**src/rtl/spi_reg_bridge.sv**
```systemverilog
// SPI (mode 0) slave to register-file bridge: 32-bit frames {cmd, addr, data16}.
// Optional aborted-frame counter compiled in with `define SPI_REG_BRIDGE_ERR_CNT_EN.
module spi_reg_bridge #(
    parameter int unsigned SYNC_STAGES = 2
) (
    input  logic        clk,
    input  logic        reset,
    input  logic        sclk,
    input  logic        cs_n,
    input  logic        mosi,
    output logic        miso,
    output logic        write_en,
    output logic        read_en,
    output logic [7:0]  address,
    output logic [15:0] wr_data,
    input  logic [15:0] rd_data,
    output logic [7:0]  err_count
);

    localparam int unsigned CNT_W    = 6;
    localparam int unsigned SETTLE_W = 2;
    localparam logic [CNT_W-1:0] HDR_BITS   = CNT_W'(16);
    localparam logic [CNT_W-1:0] FRAME_BITS = CNT_W'(32);

    localparam logic [2:0] S_IDLE    = 3'd0;
    localparam logic [2:0] S_HDR     = 3'd1;
    localparam logic [2:0] S_RD_REQ  = 3'd2;
    localparam logic [2:0] S_RD_WAIT = 3'd3;
    localparam logic [2:0] S_DATA    = 3'd4;
    localparam logic [2:0] S_DONE    = 3'd5;

    logic [SYNC_STAGES-1:0] r_sclk_sync;
    logic [SYNC_STAGES-1:0] r_cs_sync;
    logic [SYNC_STAGES-1:0] r_mosi_sync;
    logic                   r_sclk_d;
    logic                   r_cs_d;
    logic [SETTLE_W-1:0]    r_settle;
    logic                   r_armed;

    logic [2:0]       r_state;
    logic [CNT_W-1:0] r_bit_cnt;
    logic [31:0]      r_rx_sr;
    logic [15:0]      r_tx_sr;
    logic             r_is_read;
    logic             r_miso;
    logic             r_write_en;
    logic             r_read_en;
    logic [7:0]       r_address;
    logic [15:0]      r_wr_data;

    logic       w_sclk_s;
    logic       w_cs_s;
    logic       w_mosi_s;
    logic       w_sclk_rise;
    logic       w_sclk_fall;
    logic       w_cs_fall;
    logic       w_cs_rise;
    logic       w_sample;
    logic [2:0] w_state_next;
    logic       w_abort;
    logic       w_rd_req;
    logic       w_wr_req;
    logic       w_capture;
    logic       w_miso_next;

    assign w_sclk_s    = r_sclk_sync[SYNC_STAGES-1];
    assign w_cs_s      = r_cs_sync[SYNC_STAGES-1];
    assign w_mosi_s    = r_mosi_sync[SYNC_STAGES-1];
    assign w_sclk_rise = w_sclk_s & ~r_sclk_d;
    assign w_sclk_fall = ~w_sclk_s & r_sclk_d;
    assign w_cs_fall   = ~w_cs_s & r_cs_d;
    assign w_cs_rise   = w_cs_s & ~r_cs_d;
    assign w_sample    = w_sclk_rise & ~w_cs_s &
                         ((r_state == S_HDR) || (r_state == S_RD_REQ) ||
                          (r_state == S_RD_WAIT) || (r_state == S_DATA));

    // Input synchronizers and edge-detect history
    always_ff @(posedge clk) begin
        if (reset) begin
            r_sclk_sync <= '0;
            r_cs_sync   <= '1;
            r_mosi_sync <= '0;
            r_sclk_d    <= 1'b0;
            r_cs_d      <= 1'b1;
        end else begin
            r_sclk_sync <= {r_sclk_sync[SYNC_STAGES-2:0], sclk};
            r_cs_sync   <= {r_cs_sync[SYNC_STAGES-2:0], cs_n};
            r_mosi_sync <= {r_mosi_sync[SYNC_STAGES-2:0], mosi};
            r_sclk_d    <= w_sclk_s;
            r_cs_d      <= w_cs_s;
        end
    end

    // A frame already in flight at reset release must not look like a new cs_n fall:
    // only arm once the synchronizer holds real samples showing cs_n high.
    always_ff @(posedge clk) begin
        if (reset) begin
            r_settle <= '0;
            r_armed  <= 1'b0;
        end else begin
            if (r_settle != SETTLE_W'(SYNC_STAGES)) begin
                r_settle <= r_settle + SETTLE_W'(1);
            end
            if ((r_settle == SETTLE_W'(SYNC_STAGES)) && w_cs_s) begin
                r_armed <= 1'b1;
            end
        end
    end

    // Next-state and strobe decode
    always_comb begin
        w_state_next = r_state;
        w_abort      = 1'b0;
        w_rd_req     = 1'b0;
        w_wr_req     = 1'b0;
        w_capture    = 1'b0;
        case (r_state)
            S_IDLE: begin
                if (w_cs_fall && r_armed) begin
                    w_state_next = S_HDR;
                end
            end
            S_HDR: begin
                if (w_cs_rise) begin
                    w_abort      = 1'b1;
                    w_state_next = S_IDLE;
                end else if (r_bit_cnt == HDR_BITS) begin
                    w_rd_req     = r_rx_sr[15];
                    w_state_next = r_rx_sr[15] ? S_RD_REQ : S_DATA;
                end
            end
            S_RD_REQ: begin
                if (w_cs_rise) begin
                    w_abort      = 1'b1;
                    w_state_next = S_IDLE;
                end else begin
                    w_state_next = S_RD_WAIT;
                end
            end
            S_RD_WAIT: begin
                if (w_cs_rise) begin
                    w_abort      = 1'b1;
                    w_state_next = S_IDLE;
                end else begin
                    w_capture    = 1'b1;
                    w_state_next = S_DATA;
                end
            end
            S_DATA: begin
                if (w_cs_rise) begin
                    w_abort      = 1'b1;
                    w_state_next = S_IDLE;
                end else if (r_bit_cnt == FRAME_BITS) begin
                    w_wr_req     = ~r_is_read;
                    w_state_next = S_DONE;
                end
            end
            S_DONE: begin
                if (w_cs_rise) begin
                    w_state_next = S_IDLE;
                end
            end
            default: w_state_next = S_IDLE;
        endcase
    end

    // miso is forced low outside read DATA and only moves on sclk falling edges
    always_comb begin
        w_miso_next = 1'b0;
        if ((w_state_next == S_DATA) && r_is_read) begin
            w_miso_next = r_miso;
            if ((r_state == S_DATA) && w_sclk_fall) begin
                w_miso_next = r_tx_sr[15];
            end
        end
    end

    always_ff @(posedge clk) begin
        if (reset) begin
            r_state    <= S_IDLE;
            r_bit_cnt  <= '0;
            r_rx_sr    <= '0;
            r_tx_sr    <= '0;
            r_is_read  <= 1'b0;
            r_miso     <= 1'b0;
            r_write_en <= 1'b0;
            r_read_en  <= 1'b0;
            r_address  <= '0;
            r_wr_data  <= '0;
        end else begin
            r_state    <= w_state_next;
            r_miso     <= w_miso_next;
            r_write_en <= w_wr_req;
            r_read_en  <= w_rd_req;

            if (r_state == S_IDLE) begin
                r_bit_cnt <= '0;
            end else if (w_sample && (r_bit_cnt != FRAME_BITS)) begin
                r_bit_cnt <= r_bit_cnt + CNT_W'(1);
            end

            if (w_sample) begin
                r_rx_sr <= {r_rx_sr[30:0], w_mosi_s};
            end

            if (r_state == S_IDLE) begin
                r_is_read <= 1'b0;
            end else if ((r_state == S_HDR) && (r_bit_cnt == HDR_BITS)) begin
                r_is_read <= r_rx_sr[15];
            end

            if (w_capture) begin
                r_tx_sr <= rd_data;
            end else if ((r_state == S_DATA) && r_is_read && w_sclk_fall) begin
                r_tx_sr <= {r_tx_sr[14:0], 1'b0};
            end

            if (w_rd_req) begin
                r_address <= r_rx_sr[7:0];
            end else if (w_wr_req) begin
                r_address <= r_rx_sr[23:16];
            end

            if (w_wr_req) begin
                r_wr_data <= r_rx_sr[15:0];
            end
        end
    end

    assign miso     = r_miso;
    assign write_en = r_write_en;
    assign read_en  = r_read_en;
    assign address  = r_address;
    assign wr_data  = r_wr_data;

`ifdef SPI_REG_BRIDGE_ERR_CNT_EN
    logic [7:0] r_err_cnt;

    // Saturating count of frames cut short by cs_n
    always_ff @(posedge clk) begin
        if (reset) begin
            r_err_cnt <= '0;
        end else if (w_abort && (r_err_cnt != 8'hFF)) begin
            r_err_cnt <= r_err_cnt + 8'd1;
        end
    end

    assign err_count = r_err_cnt;
`else
    assign err_count = 8'd0;
`endif

endmodule
```
**config.mk**
```make
export PLATFORM = sky130hd
export DESIGN_NAME = spi_reg_bridge
export DESIGN_NICKNAME = d
export VERILOG_FILES = /design/src/rtl/spi_reg_bridge.sv
export SDC_FILE = /design/constraint.sdc
export NUM_CORES = 1
export LEC_CHECK = 0
export CAP_MARGIN = 25
export CORE_MARGIN = 1
export CORE_UTILIZATION = 45
export DETAILED_ROUTE_END_ITERATION = 6
export GPL_TIMING_DRIVEN = 0
export PLACE_DENSITY = 0.68
export SYNTH_ARGS = -nofsm -noshare
export SYNTH_HDL_FRONTEND = slang
export SYNTH_SLANG_ARGS = --single-unit
```
**constraint.sdc**
```tcl
create_clock -name clk -period 2.75 [get_ports clk]
set_input_delay 0.4125 -clock clk [delete_from_list [all_inputs] [get_ports clk]]
set_output_delay 0.4125 -clock clk [all_outputs]
set_load 0.05 [all_outputs]
```
==> flow_metrics.py <==
metrics = {
    "run_status": {
        "status": "finished clean",
    },
    "synthesis": {
        "async_flop_share": 0,
        "avgSynthCellArea_um2": 8.25,
        "synth_edf_count": 0,
        "syn-cell-area_um2": 3650,
        "syn_inst": 442,
        "yosys.area.top_type": "dfxtp_1",
        "ys_seq_elements": 88,
        "seq_area_frac_synth": 0.483,
        "yosysWarnings": 0,
        "yosys.cell_types.count": 45,
        "synth_top_area_share": 0.483,
        "synthFlopType": "dfxtp_1",
        "synthTopCellsByArea": "dfxtp_1 (48%), nand2_1 (8.4%), a21oi_1 (6.4%)",
    },
    "clock_tree": {
        "cts_setup_buffers": 0,
        "h-tree-depth": 3,
        "cts_resized": 0,
        "clkLatencyLatePin_ns": 0.36,
        "cts_buffers": 9,
        "cts_tree": "built",
        "clkTransAtPathRegs_ns": 0.09,
        "max-clock-path-buffers": 2,
        "cts_hold_buf": 0,
        "cts.sinks": 88,
        "cts_root_buf": "clkbuf_8",
    },
    "detailed_routing": {
        "drc": 0,
        "vias": 3267,
        "dr.pass1.iters": 5,
        "wl_per_cell_um": 13.7,
        "wl_mm": 8.38,
        "drtIter0Drc": 169,
        "drtAntennaViolNets": 0,
        "viasPerCell": 5.33,
    },
    "placement": {
        "portBuffers": 46,
        "gp_congestion": 0.828,
        "dpl.hpwl_mm": 5.76,
        "placedCellCount": 597,
    },
    "floorplan": {
        "start_util": 0.470,
        "num_rows": 32,
        "chipWidth_um": 92.0,
        "dieArea_um2": 8470,
        "fp.dieH_um": 92.0,
        "core_um2": 7770,
        "ioPinCount": 56,
    },
    "critical_path": {
        "cp.arrival_ns": 2.65,
        "r2r_cells": 8,
        "crit_fanout": 10,
        "cp-start-kind": "flip-flop",
        "cp-end-kind": "flip-flop",
        "crit_type": "reg2reg",
        "crit_required_ns": 3.02,
    },
    "power_and_ir_drop": {
        "switching_power_w": 0.000570,
        "pwr-share-seq": 0.556,
        "intPower_w": 0.00178,
        "p_comb_frac": 0.067,
        "power_density_nw_per_um2": 528,
        "ir_drop_v": 0.000283,
        "p_clk_frac": 0.376,
        "leakage_nw": 1.45,
        "switching_share": 0.242,
    },
    "final_layout": {
        "drive_above_1_share": 0.0822,
        "layout_commonest_cell": "dfxtp_1",
        "finalNonFillerCells": 613,
        "antenna_cells": 0,
        "syn_to_final_growth_pct": 22.2,
        "layout.nets": 530,
        "layout.cells.most_common_list": "dfxtp_1 (88), nand2_1 (82), a21oi_1 (47)",
    },
    "timing": {
        "rsz0062_at_grt": "false",
        "finalHoldViolations": 0,
        "min_period_over_period": 0.866,
        "fin_setup_tns_ns": 0,
        "tightest_slew_ns": 0.627,
        "max_freq_mhz": 420,
        "drv_slew": 0,
        "slew_headroom": 0.571,
        "period_needed_ns": 2.38,
        "setup_viol": 0,
        "fin_skew_ns": 0.00991,
    },
    "grt": {
        "grt_max_degree": 16,
        "overflow": 0,
        "grt_pass1_wl_mm": 14.2,
        "antenna_found_initial": 0,
        "grt_pass1_vias": 2925,
        "grt_use_total": 0.213,
    },
    "worst_hold_path": {
        "hp-class": "reg2reg",
        "hold_depth": 1,
    },
    "job": {
        "drv_cap": 0,
    },
}
metrics by stage:
stage	setup WS [ns]	hold WS (ns)	area [µm²]	power, W	utilization
5_1_grt	0.0672	0.436	4460	0.00246	0.574
3_5_place_dp	0.394	0.402	4260	0.00150	0.549
2_1_floorplan	0.855	0.389	3670	0.00145	-
6_report	0.368	0.419	4460	0.00235	0.574
3_3_place_gp	0.430	0.391	4260	0.00149	0.549
4_1_cts	0.376	0.424	4460	0.00237	0.574
cell type report:
class	instances	area (µm²)
Inverter	4	15.0
Multi-Input combinational cell	310	1670
Timing Repair Buffer	46	460
Clock inverter	7	71.3
Fill cell	745	3310
Clock buffer	9	124
Tap cell	102	128
Sequential cell	88	1760
Buffer	47	233
power groups by stage:
stage               sequential, W  clock, W  combinational [W]
finish                    0.00131  0.000886           0.000158
floorplan                 0.00134         0           0.000109
global placement          0.00134         0           0.000151
detailed placement        0.00134         0           0.000157
global route              0.00131  0.000966           0.000182
CTS                       0.00131  0.000905           0.000158
layer usage:
metal  vias to the layer above  wire (µm)  GRT usage
met3                        12        457     0.0365
met1                      1507       4150      0.299
met2                       100       3640      0.323
met5                         -          0          0
li1                       1648          -          -
met4                         0        133     0.0846
worst max-delay path, stage by stage, from the launching register on:
cell,delay (ns)
dfxtp_1,0.34
inv_1,0.08
ha_1,0.13
nor3b_2,0.34
and3b_1,0.22
clkbuf_1,0.33
clkbuf_1,0.42
nand3_1,0.13
a311oi_1,0.29
state kept, by name, indices dropped and copies added, names as in the netlist:
| signal | flops |
|---|---|
| address | 8 |
| r_tx_sr | 16 |
| r_cs_d | 1 |
| r_armed | 1 |
| r_settle | 2 |
| read_en | 1 |
| r_bit_cnt | 6 |
| r_mosi_sync | 2 |
| r_state | 3 |
| miso | 1 |
| write_en | 1 |
| r_sclk_sync | 2 |
| r_cs_sync | 2 |
| r_rx_sr | 24 |
| wr_data | 16 |
| r_is_read | 1 |
| r_sclk_d | 1 |
cells in the mapped netlist (2+ instances only):
| master | number |
|---|---|
| nand3b_1 | 2 |
| a211oi_1 | 4 |
| inv_1 | 4 |
| nor3b_1 | 2 |
| nor3_1 | 11 |
| a2111oi_0 | 2 |
| buf_4 | 8 |
| nand3_1 | 31 |
| and3b_1 | 2 |
| nand2_1 | 82 |
| or3b_1 | 2 |
| or3_1 | 2 |
| nor2_1 | 26 |
| dfxtp_1 | 88 |
| or2_2 | 6 |
| a311oi_1 | 23 |
| nor2b_1 | 6 |
| buf_6 | 3 |
| xnor2_1 | 3 |
| mux2_2 | 2 |
| buf_2 | 3 |
| clkbuf_1 | 32 |
| a21oi_1 | 47 |
| ha_1 | 3 |
| o21ai_0 | 28 |
final timing paths:
| kind | start | to | slack (ns) |
|---|---|---|---|
| worst max-delay path | r_bit_cnt[0]$_SDFFE_PP0P_ | address[6]$_SDFFE_PP0P_ | 0.37 |
| worst max register to register | r_bit_cnt[0]$_SDFFE_PP0P_ | address[6]$_SDFFE_PP0P_ | 0.37 |
| worst min-delay path | r_cs_sync[0]$_SDFF_PP1_ | r_cs_sync[1]$_SDFF_PP1_ | 0.42 |
| worst min register to register | r_cs_sync[0]$_SDFF_PP1_ | r_cs_sync[1]$_SDFF_PP1_ | 0.42 |
cell families after synthesis:
family | share of synthesized area
compound gates | 0.182
mux | 0.00892
xor+xnor | 0.00960
simple gates | 0.237
fa+ha+maj | 0.0103
flops | 0.483
buf+inv | 0.0679
other cells | 0.00103
(Power assumes the default switching activity.)
